### config.mk
export PLATFORM = sky130hd
export DESIGN_NAME = rm_monitor_sequencer_flat
export DESIGN_NICKNAME = d
export VERILOG_FILES = /design/src/rtl/rm_monitor_sequencer_if.sv /design/src/rtl/rm_monitor_sequencer.sv /design/src/flat_wrapper.sv
export SDC_FILE = /design/constraint.sdc
export NUM_CORES = 1
export LEC_CHECK = 0
export ABC_CLOCK_PERIOD_IN_PS = 5000
export CORE_MARGIN = 2
export CORE_UTILIZATION = 37
export CTS_CLUSTER_SIZE = 14
export DETAILED_ROUTE_END_ITERATION = 10
export SLEW_MARGIN = 10
export SYNTH_ARGS = -nofsm -noshare
export SYNTH_HDL_FRONTEND = slang
export SYNTH_SLANG_ARGS = --single-unit
export TNS_END_PERCENT = 30
### constraint.sdc
create_clock -name clk -period 5 [get_ports clk]
set_clock_uncertainty 0.1 [all_clocks]
set_input_delay 0.75 -clock clk [delete_from_list [all_inputs] [get_ports clk]]
set_output_delay 0.75 -clock clk [all_outputs]
set_load 0.01 [all_outputs]
### src/rtl/rm_monitor_sequencer_if.sv
// Symbol stream and automata-cluster bus bundle for rm_monitor_sequencer.
interface rm_monitor_sequencer_if #(
  parameter int unsigned NUM_REPORTS = 4
);
  logic                   in_valid;
  logic [7:0]             in_symbol;
  logic                   in_ready;
  logic                   auto_reset;
  logic                   auto_run;
  logic [7:0]             auto_symbols;
  logic [NUM_REPORTS-1:0] auto_report;

  // Trace source and cluster side (drives symbols in, returns reports)
  modport master (
    output in_valid, in_symbol, auto_report,
    input  in_ready, auto_reset, auto_run, auto_symbols
  );

  // Sequencer side
  modport slave (
    input  in_valid, in_symbol, auto_report,
    output in_ready, auto_reset, auto_run, auto_symbols
  );
endinterface

### src/rtl/rm_monitor_sequencer.sv
// Buffers trace symbols, sequences the automata cluster start-of-data reset,
// issues one symbol per cycle and halts on the first masked report.
module rm_monitor_sequencer #(
  parameter int unsigned DEPTH       = 8,
  parameter int unsigned NUM_REPORTS = 4,
  parameter int unsigned CNT_W       = 32,
  parameter int unsigned RST_CYCLES  = 2
) (
  input  logic                   clk,
  input  logic                   reset,
  input  logic                   cfg_enable,
  input  logic                   cfg_restart,
  input  logic [NUM_REPORTS-1:0] cfg_report_mask,
  rm_monitor_sequencer_if.slave  bus,
  output logic                   viol_valid,
  output logic [NUM_REPORTS-1:0] viol_id,
  output logic [CNT_W-1:0]       viol_index,
  output logic [CNT_W-1:0]       sym_count,
  output logic                   busy
);
  localparam int unsigned AW = $clog2(DEPTH);
  localparam int unsigned IW = $clog2(RST_CYCLES + 1);

  typedef enum logic [1:0] {S_IDLE, S_INIT, S_RUN, S_HALT} state_t;

  state_t                 state, state_nxt;
  logic [IW-1:0]          init_cnt;
  logic [7:0]             mem [DEPTH];
  logic [AW-1:0]          wr_ptr, rd_ptr;
  logic [AW:0]            count;
  logic                   full, empty, ready;
  logic                   restart, push, pop, init_start, viol_hit;
  logic [NUM_REPORTS-1:0] masked;
  logic                   issue_vld, eval_vld;
  logic [CNT_W-1:0]       issue_idx, eval_idx;

  assign full    = (count == (AW+1)'(DEPTH));
  assign empty   = (count == '0);
  assign ready   = !full && (state != S_IDLE);
  assign bus.in_ready = ready;

  assign restart = cfg_restart && (state != S_IDLE);
  assign push    = bus.in_valid && ready && !restart;
  assign pop     = (state == S_RUN) && cfg_enable && !empty && !restart;
  assign masked  = bus.auto_report & cfg_report_mask;
  // The report arriving now belongs to the symbol issued two edges ago
  assign viol_hit = (state == S_RUN) && eval_vld && !viol_valid && (masked != '0) && !restart;
  assign init_start = restart || (state == S_IDLE);

  // Next-state selection; restart outranks a violation in the same cycle
  always_comb begin
    state_nxt = state;
    case (state)
      S_IDLE: state_nxt = S_INIT;
      S_INIT: begin
        if (restart)                              state_nxt = S_INIT;
        else if (init_cnt == IW'(RST_CYCLES - 1)) state_nxt = S_RUN;
      end
      S_RUN: begin
        if (restart)       state_nxt = S_INIT;
        else if (viol_hit) state_nxt = S_HALT;
      end
      S_HALT: begin
        if (restart) state_nxt = S_INIT;
      end
      default: state_nxt = S_IDLE;
    endcase
  end

  // State register and INIT dwell counter
  always_ff @(posedge clk) begin
    if (reset) begin
      state    <= S_IDLE;
      init_cnt <= '0;
    end else begin
      state <= state_nxt;
      if (init_start)
        init_cnt <= '0;
      else if (state == S_INIT)
        init_cnt <= init_cnt + IW'(1);
    end
  end

  // FIFO storage
  always_ff @(posedge clk) begin
    if (push)
      mem[wr_ptr] <= bus.in_symbol;
  end

  // FIFO pointers and occupancy; restart flushes
  always_ff @(posedge clk) begin
    if (reset || restart) begin
      wr_ptr <= '0;
      rd_ptr <= '0;
      count  <= '0;
    end else begin
      if (push) wr_ptr <= wr_ptr + AW'(1);
      if (pop)  rd_ptr <= rd_ptr + AW'(1);
      case ({push, pop})
        2'b10:   count <= count + (AW+1)'(1);
        2'b01:   count <= count - (AW+1)'(1);
        default: count <= count;
      endcase
    end
  end

  // Cluster drive, issue/evaluate pipeline and violation status
  always_ff @(posedge clk) begin
    if (reset) begin
      bus.auto_reset   <= 1'b1;
      bus.auto_run     <= 1'b0;
      bus.auto_symbols <= '0;
      busy             <= 1'b0;
      issue_vld        <= 1'b0;
      issue_idx        <= '0;
      eval_vld         <= 1'b0;
      eval_idx         <= '0;
      sym_count        <= '0;
      viol_valid       <= 1'b0;
      viol_id          <= '0;
      viol_index       <= '0;
    end else begin
      bus.auto_reset <= (state_nxt == S_IDLE) || (state_nxt == S_INIT);
      busy           <= (state_nxt == S_INIT) || (state_nxt == S_RUN);
      bus.auto_run   <= pop;
      if (pop)
        bus.auto_symbols <= mem[rd_ptr];
      if (init_start) begin
        issue_vld  <= 1'b0;
        eval_vld   <= 1'b0;
        sym_count  <= '0;
        viol_valid <= 1'b0;
        viol_id    <= '0;
        viol_index <= '0;
      end else begin
        issue_vld <= pop;
        eval_vld  <= issue_vld;
        eval_idx  <= issue_idx;
        if (pop) begin
          issue_idx <= sym_count;
          if (sym_count != '1)
            sym_count <= sym_count + CNT_W'(1);
        end
        if (viol_hit) begin
          viol_valid <= 1'b1;
          viol_id    <= masked;
          viol_index <= eval_idx;
        end
      end
    end
  end
endmodule

### src/flat_wrapper.sv
// flat-port wrapper written by rule: the top's interface ports become plain ports
module rm_monitor_sequencer_flat 
#(
  parameter int unsigned DEPTH       = 8,
  parameter int unsigned NUM_REPORTS = 4,
  parameter int unsigned CNT_W       = 32,
  parameter int unsigned RST_CYCLES  = 2
)
  (clk, reset, cfg_enable, cfg_restart, cfg_report_mask, viol_valid, viol_id, viol_index, sym_count, busy, bus_in_valid, bus_in_symbol, bus_auto_report, bus_in_ready, bus_auto_reset, bus_auto_run, bus_auto_symbols);
  rm_monitor_sequencer_if #(.NUM_REPORTS(NUM_REPORTS)) bus_i ();
  input  logic clk;
  input  logic reset;
  input  logic cfg_enable;
  input  logic cfg_restart;
  input  logic [NUM_REPORTS-1:0] cfg_report_mask;
  output logic viol_valid;
  output logic [NUM_REPORTS-1:0] viol_id;
  output logic [CNT_W-1:0] viol_index;
  output logic [CNT_W-1:0] sym_count;
  output logic busy;
  input wire logic [$bits(bus_i.in_valid)-1:0] bus_in_valid;
  input wire logic [$bits(bus_i.in_symbol)-1:0] bus_in_symbol;
  input wire logic [$bits(bus_i.auto_report)-1:0] bus_auto_report;
  output wire logic [$bits(bus_i.in_ready)-1:0] bus_in_ready;
  output wire logic [$bits(bus_i.auto_reset)-1:0] bus_auto_reset;
  output wire logic [$bits(bus_i.auto_run)-1:0] bus_auto_run;
  output wire logic [$bits(bus_i.auto_symbols)-1:0] bus_auto_symbols;
  assign bus_i.in_valid = bus_in_valid;
  assign bus_i.in_symbol = bus_in_symbol;
  assign bus_i.auto_report = bus_auto_report;
  assign bus_in_ready = bus_i.in_ready;
  assign bus_auto_reset = bus_i.auto_reset;
  assign bus_auto_run = bus_i.auto_run;
  assign bus_auto_symbols = bus_i.auto_symbols;
  rm_monitor_sequencer #(.DEPTH(DEPTH), .NUM_REPORTS(NUM_REPORTS), .CNT_W(CNT_W), .RST_CYCLES(RST_CYCLES)) u_core (.clk(clk), .reset(reset), .cfg_enable(cfg_enable), .cfg_restart(cfg_restart), .cfg_report_mask(cfg_report_mask), .bus(bus_i), .viol_valid(viol_valid), .viol_id(viol_id), .viol_index(viol_index), .sym_count(sym_count), .busy(busy));
endmodule
# Yosys cells after proc, flatten, opt, wreduce, memory -nomap -nowiden
# Memory sizes are Yosys's and may differ from the RTL's. A register that Yosys moved wholly into a read port is not among the register bits.
# Cells that the tools add are included.
[op_classes]
addsub = 6
eq_ne = 10
bitwise_logic = 2
n_reduce_logical = 28
mux = 9
[ops]
columns = ["operator", "count"]
rows = [
  ["32-bit by 1-bit adder with 32-bit output, second input constant", 1],
  ["32-bit inequality test, second input constant", 1],
  ["1-bit logical AND", 11],
  ["2-bit 2-to-1 mux", 5],
  ["2-bit by 1-bit equality test with 1-bit output, second input constant", 4],
  ["2-bit equality test, second input constant", 4],
  ["2-bit one-hot mux with 4 select lines", 1],
  ["4-bit one-hot mux with 2 select lines", 1],
  ["3-bit by 1-bit adder with 3-bit output, second input constant", 2],
  ["4-bit by 1-bit adder with 4-bit output, second input constant", 1],
  ["4-bit AND", 1],
  ["4-bit equality test, second input constant", 1],
  ["1-bit logical NOT", 4],
  ["2-bit logical NOT", 2],
  ["4-bit logical NOT", 1],
  ["1-bit logical OR", 4],
  ["2-bit AND reduction", 2],
  ["2-bit nonzero test", 2],
  ["4-bit nonzero test", 1],
  ["4-bit by 1-bit subtractor with 4-bit output, second input constant", 1],
  ["2-bit by 1-bit adder with 2-bit output, second input constant", 1],
  ["1-bit 2-to-1 mux", 2],
  ["2-bit OR reduction", 1],
  ["1-bit NOT", 1],
]
[word_totals]
memories = 1
mem_bits_rw = 64
output_inout_bits = 81
ff_bits = 152
[memory_table]
columns = ["memory", "depth", "width", "read_ports", "rd_clocked_by_memory_dff", "write_ports", "line_no", "source"]
rows = [
  ["u_core.mem", 8, 8, 1, 1, 1, "rm_monitor_sequencer.sv:28", "logic [7:0] mem [DEPTH];"],
]

# Depth between registers and ports, before layout
# Gate-level depths: netlist (run 1).
[depth]
ltp_word = 10
depth_mapped = 13
ltp_nobuf = 10

# Worst setup path after synthesis (run 1)
# Ideal clock, no wire load.
[synth_timing]
path_kind = "input -> register"
startpoint = "input port cfg_restart"
endpoint = "memory u_core.mem[2][0], enable pin"
stages = 6
slack_ps = 1863
n_path_buf = 2
arrival_time_ps = 2639
path_cell_list = "o21ba_2 > clkbuf_1 > and3_1 > clkbuf_1 > inv_1 > nor4b_1"
[synth_between]
elab_chain_len = 5
[synth_rtl]
columns = ["item", "line_no", "source"]
rows = [
  ["from (decl)", "flat_wrapper.sv:14", "input logic cfg_restart;"],
  ["1-bit logical AND", "rm_monitor_sequencer.sv:42", "assign restart = cfg_restart && (state != S_IDLE);"],
  ["1-bit logical NOT", "rm_monitor_sequencer.sv:43", "assign push = bus.in_valid && ready && !restart;"],
  ["1-bit logical AND", "rm_monitor_sequencer.sv:43", ""],
  ["1-bit 2-to-1 mux", "rm_monitor_sequencer.sv:86", "if (push)"],
  ["1-bit 2-to-1 mux (implied by the code)", "rm_monitor_sequencer.sv:87", "mem[wr_ptr] <= bus.in_symbol;"],
  ["to (decl)", "rm_monitor_sequencer.sv:28", ""],
]
# No other way between the ends.

# Final worst setup path (run 1)
[layout_timing]
startpoint = "input port cfg_restart"
endpoint = "register u_core.count[3]"
[layout_between]
elab_chain_len = 5
elab_cells_between_ends = 9
[layout_rtl]
columns = ["item", "line_no", "source"]
rows = [
  ["1-bit logical AND *", "rm_monitor_sequencer.sv:42", ""],
  ["1-bit logical NOT", "rm_monitor_sequencer.sv:43, rm_monitor_sequencer.sv:44", ""],
  ["1-bit logical AND (on tied branches)", "rm_monitor_sequencer.sv:44, rm_monitor_sequencer.sv:43", ""],
  ["2-bit by 1-bit equality test with 1-bit output / 2-bit equality test (equally long branches)", "rm_monitor_sequencer.sv:99", "case ({push, pop})"],
  ["4-bit one-hot mux with 2 select lines / 2-bit nonzero test (equally long branches)", "--", ""],
  ["to (signal assigned)", "rm_monitor_sequencer.sv:100", "2'b10: count <= count + (AW+1)'(1);"],
  ["to (signal assigned)", "rm_monitor_sequencer.sv:101", "2'b01: count <= count - (AW+1)'(1);"],
  ["to (signal assigned)", "rm_monitor_sequencer.sv:102", "default: count <= count;"],
  ["to (decl)", "rm_monitor_sequencer.sv:30", "logic [AW:0] count;"],
]
# Every way passes the cells marked *; elsewhere a longest branch is shown, timed or not.
# A chain may end at the register's enable or synchronous reset.

==> run metrics, run 1 <==
run status=complete, no violations; Leak=3.43 nW; Seq/Total Area, Yosys=0.587; GRT Total Usage=0.163; worst min path class=reg2reg; switching pwr=772 uW; Routed WL=20.4 mm; DRC violations left=0; minimum clock period=3.16 ns; Final Power=4.00 mW; Seq pwr share=0.468; Most used DFF post-synth=dfxtp_1; Starting Density=0.374; row count=56; CP required=~5.4 ns; top cells by area, synth=dfxtp_1 37%, edfxtp_1 22%, nand2_1 9.6%; Slew @ Worst Pin=1.08 ns; DPL Wire Length=13.6 mm; power density over the cells=364 nW/um^2; pre-CTS setup slack=1.33 ns; Post-Syn Area=approximately 8700 um^2; drt wl/cell=15.7 um; critical setup path kind=in2reg; FFs w/ async S/R, synth=0; layout cells sized above 1=0.0883; Area growth, synth to finish=26.0%; CTS tree=built; slew margin rel.=0.272; Slew Viols, Final=0; # Post-CTS Setup Buffers=0; vias in the first global route=roughly 6,000; RePlAce Congestion=0.747; via count=6,499; first-pass GRT wire length=32.5 mm; maximum vdd ir drop=0.268 mV; First-pass DRT Iterations=4; Hold Buf Count CTS=0; initial DRC count=447; DRT antenna net count=0; setup violators final=0; Num CTS Buffers=25; H-tree levels=1; Fillers=roughly 2,200; fraction of power consumed by combinational cells=0.020; clk buf depth=3; crit path DAT=3.51 ns; clk sinks=224; Final Hold Fails=0; synthesized netlist cell count=877; startpoint types=primary input; core area=23,300 um^2; post_cts resized=0; Die Ht=158 um; Setup WS post-layout=1.84 ns; Peak Freq=316 MHz; final period utilization=0.632; yosys warns=0; Top-Level Pins=102; root buf cell=clkbuf_16; Yosys top cell area share=0.367; switching share of power=0.193; Reg clk slew, reported paths=around 0.060 ns; full die area=around 25,000 um^2; Post-synth EDFFs=64; Mean Syn Cell Area=9.96 um^2; latest clock arrival within the worst-skew pair=0.51 ns; worst-path maximum fanout=8; Buffers on Ports=roughly 100; Synth Register Bits=224; Pint=3.23 mW; Synth cell types=57; Max Cap Viol=0; RSZ-0062 raised after global routing=false; slowest CP cell=clkdlybuf4s50_1; critical-path cell list=clkdlybuf4s50_1 -> o21ba_2 -> and3_1 -> inv_1 -> ha_1 -> ha_1 -> a21o_1 -> a21oi_1 -> xnor2_1 -> or3_1 -> a21oi_1; Synth area leader=dfxtp_1; setup TNS=0 ns; Die X=158 um; R2R Setup Slk=between 2 and 2.5 ns; number of diodes=0; fin nets=between 900 and 1,000; CP max stage delay=between 0.6 and 0.7 ns; initial antenna violation count=1; global route overflow=0; Via density=4.98; largest net degree at the start of global routing=55; post-synthesis net count=908; Crit. End Element=flip-flop; clock power share=0.512
[stage by stage]
| step | cells | hold slack (ns) | instance area [um^2] | utilization |
|---|---|---|---|---|
| after CTS | 1304 | 0.339 | 11000 | 0.472 |
| after detailed placement | 1258 | 0.310 | 10100 | 0.431 |
| final | 1304 | 0.336 | 11000 | 0.472 |
| after global routing | 1304 | 0.358 | 11000 | 0.472 |
| after global placement | 1258 | 0.310 | 10100 | 0.431 |
| after floorplan | 877 | 0.306 | 8740 | - |
[registers in the layout, indices dropped and copies added, names as in the netlist]
name,cells
u_core.bus.auto_reset,1
u_core.bus.auto_run,1
u_core.bus.auto_symbols,8
u_core.busy,1
u_core.count,4
u_core.eval_idx,32
u_core.eval_vld,1
u_core.init_cnt,2
u_core.issue_idx,32
u_core.issue_vld,1
u_core.mem,64
u_core.rd_ptr,3
u_core.state,2
u_core.sym_count,32
u_core.viol_id,4
u_core.viol_index,32
u_core.viol_valid,1
u_core.wr_ptr,3
[power by group through the flow]
stage               Sequential, mW  Clock (mW)  Combinational (mW)
finish                        1.87        2.05              0.0810
global route                  1.87        2.16              0.0891
global placement              1.91           0              0.0814
CTS                           1.87        2.09              0.0823
detailed placement            1.91           0              0.0820
floorplan                     1.91           0              0.0411
[per-layer routing]
| metal | global-route usage | wire [um] | vias up |
|---|---|---|---|
| met5 | 0 | 0 | - |
| met2 | 0.274 | 9800 | 137 |
| li1 | - | - | 3267 |
| met3 | 0.0274 | 890 | 34 |
| met1 | 0.220 | 9320 | 3061 |
| met4 | 0.0398 | 428 | 0 |
[layout make-up]
cell class,instances,area [um^2],share of cell area
clock inverter,16,260,0.0236
sequential,224,5120,0.466
multi-input combinational,586,3370,0.306
inverter,11,41.3,0.00375
tap,319,399,0.0363
clock buffer,30,684,0.0622
timing repair buffer,118,1130,0.103
[path summary, 6_finish.rpt]
path,startpoint,to,cells past startpoint
setup reg to reg,u_core.count[0],u_core.count[3],10
hold / removal,u_core.issue_vld,u_core.eval_vld,1
setup / recovery,cfg_restart,u_core.count[3],11
hold reg to reg,u_core.issue_vld,u_core.eval_vld,1
[layout by cell type (no fill, tap or decap), drive strengths merged, types with 3 or more instances in the layout]
cell type      count
mux4              16
dfxtp            160
buf               18
a211oi            11
a21oi            129
xnor2             10
inv               12
nor4               4
nand2b             4
nor3               7
edfxtp            64
or3               18
or4                5
nand2            224
clkbuf            30
xor2               4
ha                 9
clkdlybuf4s50    100
and4               7
nor2              37
clkinv             6
and2               4
mux2i             10
a21o               3
o21ai             16
and3               5
bufinv             7
nand4             10
a31o               3
o31ai              5
nand3             18
[cell families (layout without fill, tap and decap cells)]
logic type | count (synthesis) | count (layout) | synth area share
mux | 26 | 26 | 0.0527
xor+xnor | 14 | 14 | 0.0140
flops | 224 | 224 | 0.587
fa+ha+maj | 10 | 10 | 0.0152
compound gates | 183 | 183 | 0.119
simple gates | 353 | 353 | 0.182
buf+inv | 67 | 175 | 0.0304
[worst max-delay path, delay by kind of cell]
family / cells / cell delay [ns]
compound gates: 4 / 0.82
xor+xnor: 1 / 0.09
fa+ha+maj: 2 / 0.52
simple gates: 2 / 0.58
buf+inv: 2 / 0.74
[Yosys cell counts, types with 3 or more instances]
cell type / n
xor2_1: 4
buf_1: 8
inv_1: 10
xnor2_1: 10
o31ai_1: 5
or3_1: 18
mux4_2: 16
nand4_1: 9
and2_1: 4
and3_1: 5
a31o_2: 3
edfxtp_1: 64
nand2_1: 224
buf_2: 5
nor3_1: 6
a21oi_1: 129
mux2i_1: 10
nor2_1: 37
ha_1: 9
a211oi_1: 11
nand3_1: 18
nor4_1: 3
or4_1: 5
nand2b_1: 4
clkbuf_1: 41
o21ai_0: 14
a21o_1: 3
dfxtp_1: 160
and4_1: 7
No activity file was read; power rests on OpenSTA's default activity.
==> run 2, diff against run 1 <==
--- a/config.mk
+++ b/config.mk
@@ -5,7 +5,7 @@
 export SDC_FILE = /design/constraint.sdc
 export NUM_CORES = 1
 export LEC_CHECK = 0
-export ABC_CLOCK_PERIOD_IN_PS = 5000
+export ABC_CLOCK_PERIOD_IN_PS = 3120
 export CORE_MARGIN = 2
 export CORE_UTILIZATION = 37
 export CTS_CLUSTER_SIZE = 14
==> constraint.sdc (replaced) <==
create_clock -name clk -period 3.12 [get_ports clk]
set_clock_uncertainty 0.1 [all_clocks]
set_input_delay 0.468 -clock clk [delete_from_list [all_inputs] [get_ports clk]]
set_output_delay 0.468 -clock clk [all_outputs]
set_load 0.01 [all_outputs]
==> run 2 against run 1 <==
  * Hold slack got worse by 0.15 ns
  * Count of clock-buffer cells in the layout is 5 higher
  * Core utilization rose by 0.41 points
  * Non-clock buffer count up 23
  * Clock power rose by 48%
  * Flip-flop and latch count unchanged
  * Routed wire length fell by 0.63%
  * Critical path type is now reg2out
  * Largest cell class unchanged
==> run metrics, run 2 (synthesis results as in run 1) <==
hold slack=0.190 ns (was 0.336 ns); fin nets=1,020 (was 997); critical setup path kind=reg2out (was in2reg); final period utilization=0.849; initial DRC count=347 (was 447); Num CTS Buffers=25 (unchanged); Leak=3.51 nW (was 3.43 nW); full die area=24,900 um^2 (unchanged); Area growth, synth to finish=27.1% (was 26.0%); hold endpoint=u_core.busy (was u_core.eval_vld); r2r worst-path depth=10 (unchanged); global route overflow=0 (unchanged); switching share of power=0.204 (was 0.193); DRC violations left=0 (unchanged); largest net degree at the start of global routing=55 (unchanged); number of diodes=0 (unchanged); run status=complete, no violations (unchanged); Fillers=2,227 (was 2,240); row count=56 (unchanged); drt wl/cell=15.3 um (was 15.7 um); CP required=2.55 ns (was 5.35 ns); RePlAce Congestion=0.784 (was 0.747); pre-CTS setup slack=0.0833 ns (was 1.33 ns); Starting Density=0.374 (unchanged); first-pass GRT wire length=32.6 mm (was 32.5 mm); CTS tree=built (unchanged); crit path DAT=2.08 ns (was 3.51 ns); fraction of power consumed by combinational cells=0.022 (was 0.020); latest clock arrival within the worst-skew pair=0.53 ns (was 0.51 ns); clk buf depth=3 (unchanged); Max Cap Viol=0 (unchanged); area of the multi-input gates=3360 um^2 (was 3370 um^2); Pint=4.92 mW (was 3.23 mW); power density over the cells=556 nW/um^2 (was 364 nW/um^2); Die X=158 um (unchanged); Crit. End Element=output pin (was flip-flop); # Post-CTS Setup Buffers=0 (unchanged); R2R Setup Slk=0.50 ns (was 2.19 ns); Hold Buf Count CTS=0 (unchanged); Slew @ Worst Pin=0.955 ns (was 1.08 ns); minimum clock period=2.65 ns; core area=23,300 um^2 (unchanged); hold path start=reset (was u_core.issue_vld); Slew Viols, Final=0 (unchanged); Die Ht=158 um (unchanged); First-pass DRT Iterations=5 (was 4); Reg clk slew, reported paths=0.06 ns (about the same); Critical R2R Capture=u_core.count[3] (unchanged); switching pwr=1.26 mW (was 772 uW); Seq pwr share=0.486 (was 0.468); placed cell count=1,281 (was 1,258); CP max stage delay=0.56 ns (was 0.61 ns); Final Hold Fails=0 (unchanged); Peak Freq=approximately 380 MHz; vias in the first global route=6,116 (was 5,986); H-tree levels=1 (unchanged); setup violators final=0 (unchanged); RSZ-0062 raised after global routing=false (unchanged); Non-Filler Instances=1,327 (was 1,304); post_cts resized=0 (unchanged); root buf cell=clkbuf_16 (unchanged); slew margin rel.=0.357 (was 0.272); flip-flop and latch area=5120 um^2 (unchanged); maximum vdd ir drop=0.495 mV (was 0.268 mV); clk sinks=224 (unchanged); initial antenna violation count=0 (was 1); Via density=4.90 (was 4.98); Buffers on Ports=101 (unchanged); hold path cells=2 (was 1); setup TNS=0 ns (unchanged); DPL Wire Length=13.5 mm (was 13.6 mm); GRT Total Usage=0.163 (about the same); startpoint types=flip-flop (was primary input); critical-path cell list=or4b_1 -> o21a_1 -> clkdlybuf4s50_1 (was clkdlybuf4s50_1 -> o21ba_2 -> and3_1 -> inv_1 -> ha_1 -> ha_1 -> a21o_1 -> a21oi_1 -> xnor2_1 -> or3_1 -> a21oi_1); r2r startpoint=u_core.count[0] (unchanged); DRT antenna net count=0 (unchanged); worst min path class=in2reg (was reg2reg); number of flip-flops in the largest register=64 (unchanged); Setup WS post-layout=0.471 ns (was 1.84 ns); commonest non-fill, non-tap cell in the layout=nand2_1 (unchanged); Routed WL=20.3 mm (was 20.4 mm); Largest Register=u_core.mem (unchanged); Top-Level Pins=102 (unchanged); layout cells sized above 1=0.110 (was 0.0883); slowest CP cell=or4b_1 (was clkdlybuf4s50_1); most frequent cells in the layout=224 x nand2_1, 160 x dfxtp_1, 129 x a21oi_1, 100 x clkdlybuf4s50_1, 64 x edfxtp_1 (unchanged); clock power share=0.492 (was 0.512); Final Power=6.18 mW (was 4.00 mW); via count=6,505 (was 6,499); worst-path maximum fanout=6 (was 8)
run 2: cell count changes in the layout (fill, tap and decap cells not counted), moves of 2 or more:
cell | previous run | this run
clkbuf_8 | 4 | 6
clkinv_1 | 3 | 0
clkbuf_1 | 1 | 4
buf_4 | 17 | 40
bufinv_16 | 7 | 3
run 2: routing by layer:
layer / wire length (um) / track usage / share of wire
met4: 381 / 0.0385 / 0.019
met2: 9870 / 0.280 / 0.49
met3: 921 / 0.0252 / 0.045
met1: 9140 / 0.216 / 0.45
met5: 0 / 0 / 0
run 2: per-stage QoR:
stage | area (um^2) | util
after floorplan | 8740 | -
after global placement | 10200 | 0.438
after detailed placement | 10200 | 0.438
after CTS | 11100 | 0.476
after global routing | 11100 | 0.476
final | 11100 | 0.476
run 2: cell type report:
cell class / count / area share
Inverter: 11 / 0.00372
Timing Repair Buffer: 141 / 0.118
Clock buffer: 35 / 0.0651
Multi-Input combinational cell: 586 / 0.303
Clock inverter: 11 / 0.0132
Sequential cell: 224 / 0.462
Tap cell: 319 / 0.0359
run 2: worst max path at each step:
stage,from,endpoint
finish,u_core.count[0],bus_in_ready
global route,u_core.count[0],u_core.count[3]
CTS,u_core.count[0],bus_in_ready
detailed placement,cfg_restart,u_core.count[3]
global placement,cfg_restart,u_core.count[3]
floorplan,cfg_restart,u_core.mem[2][0]
run 2: worst max-delay path: cells and delay by family, from the launching register on:
kind / cells / cell delay, ns
AOI/OAI and AO/OA: 1 / 0.16
buffers and inverters: 1 / 0.49
DFF: 1 / 0.36
and+or+nand+nor: 1 / 0.56
run 2: power by group through the flow:
| stage | sequential (mW) | clock, mW | combinational [mW] |
|---|---|---|---|
| floorplan | 3.06 | 0 | 0.0658 |
| global placement | 3.07 | 0 | 0.133 |
| detailed placement | 3.07 | 0 | 0.134 |
| CTS | 3.00 | 3.11 | 0.135 |
| global route | 3.00 | 3.22 | 0.146 |
| finish | 3.00 | 3.04 | 0.133 |
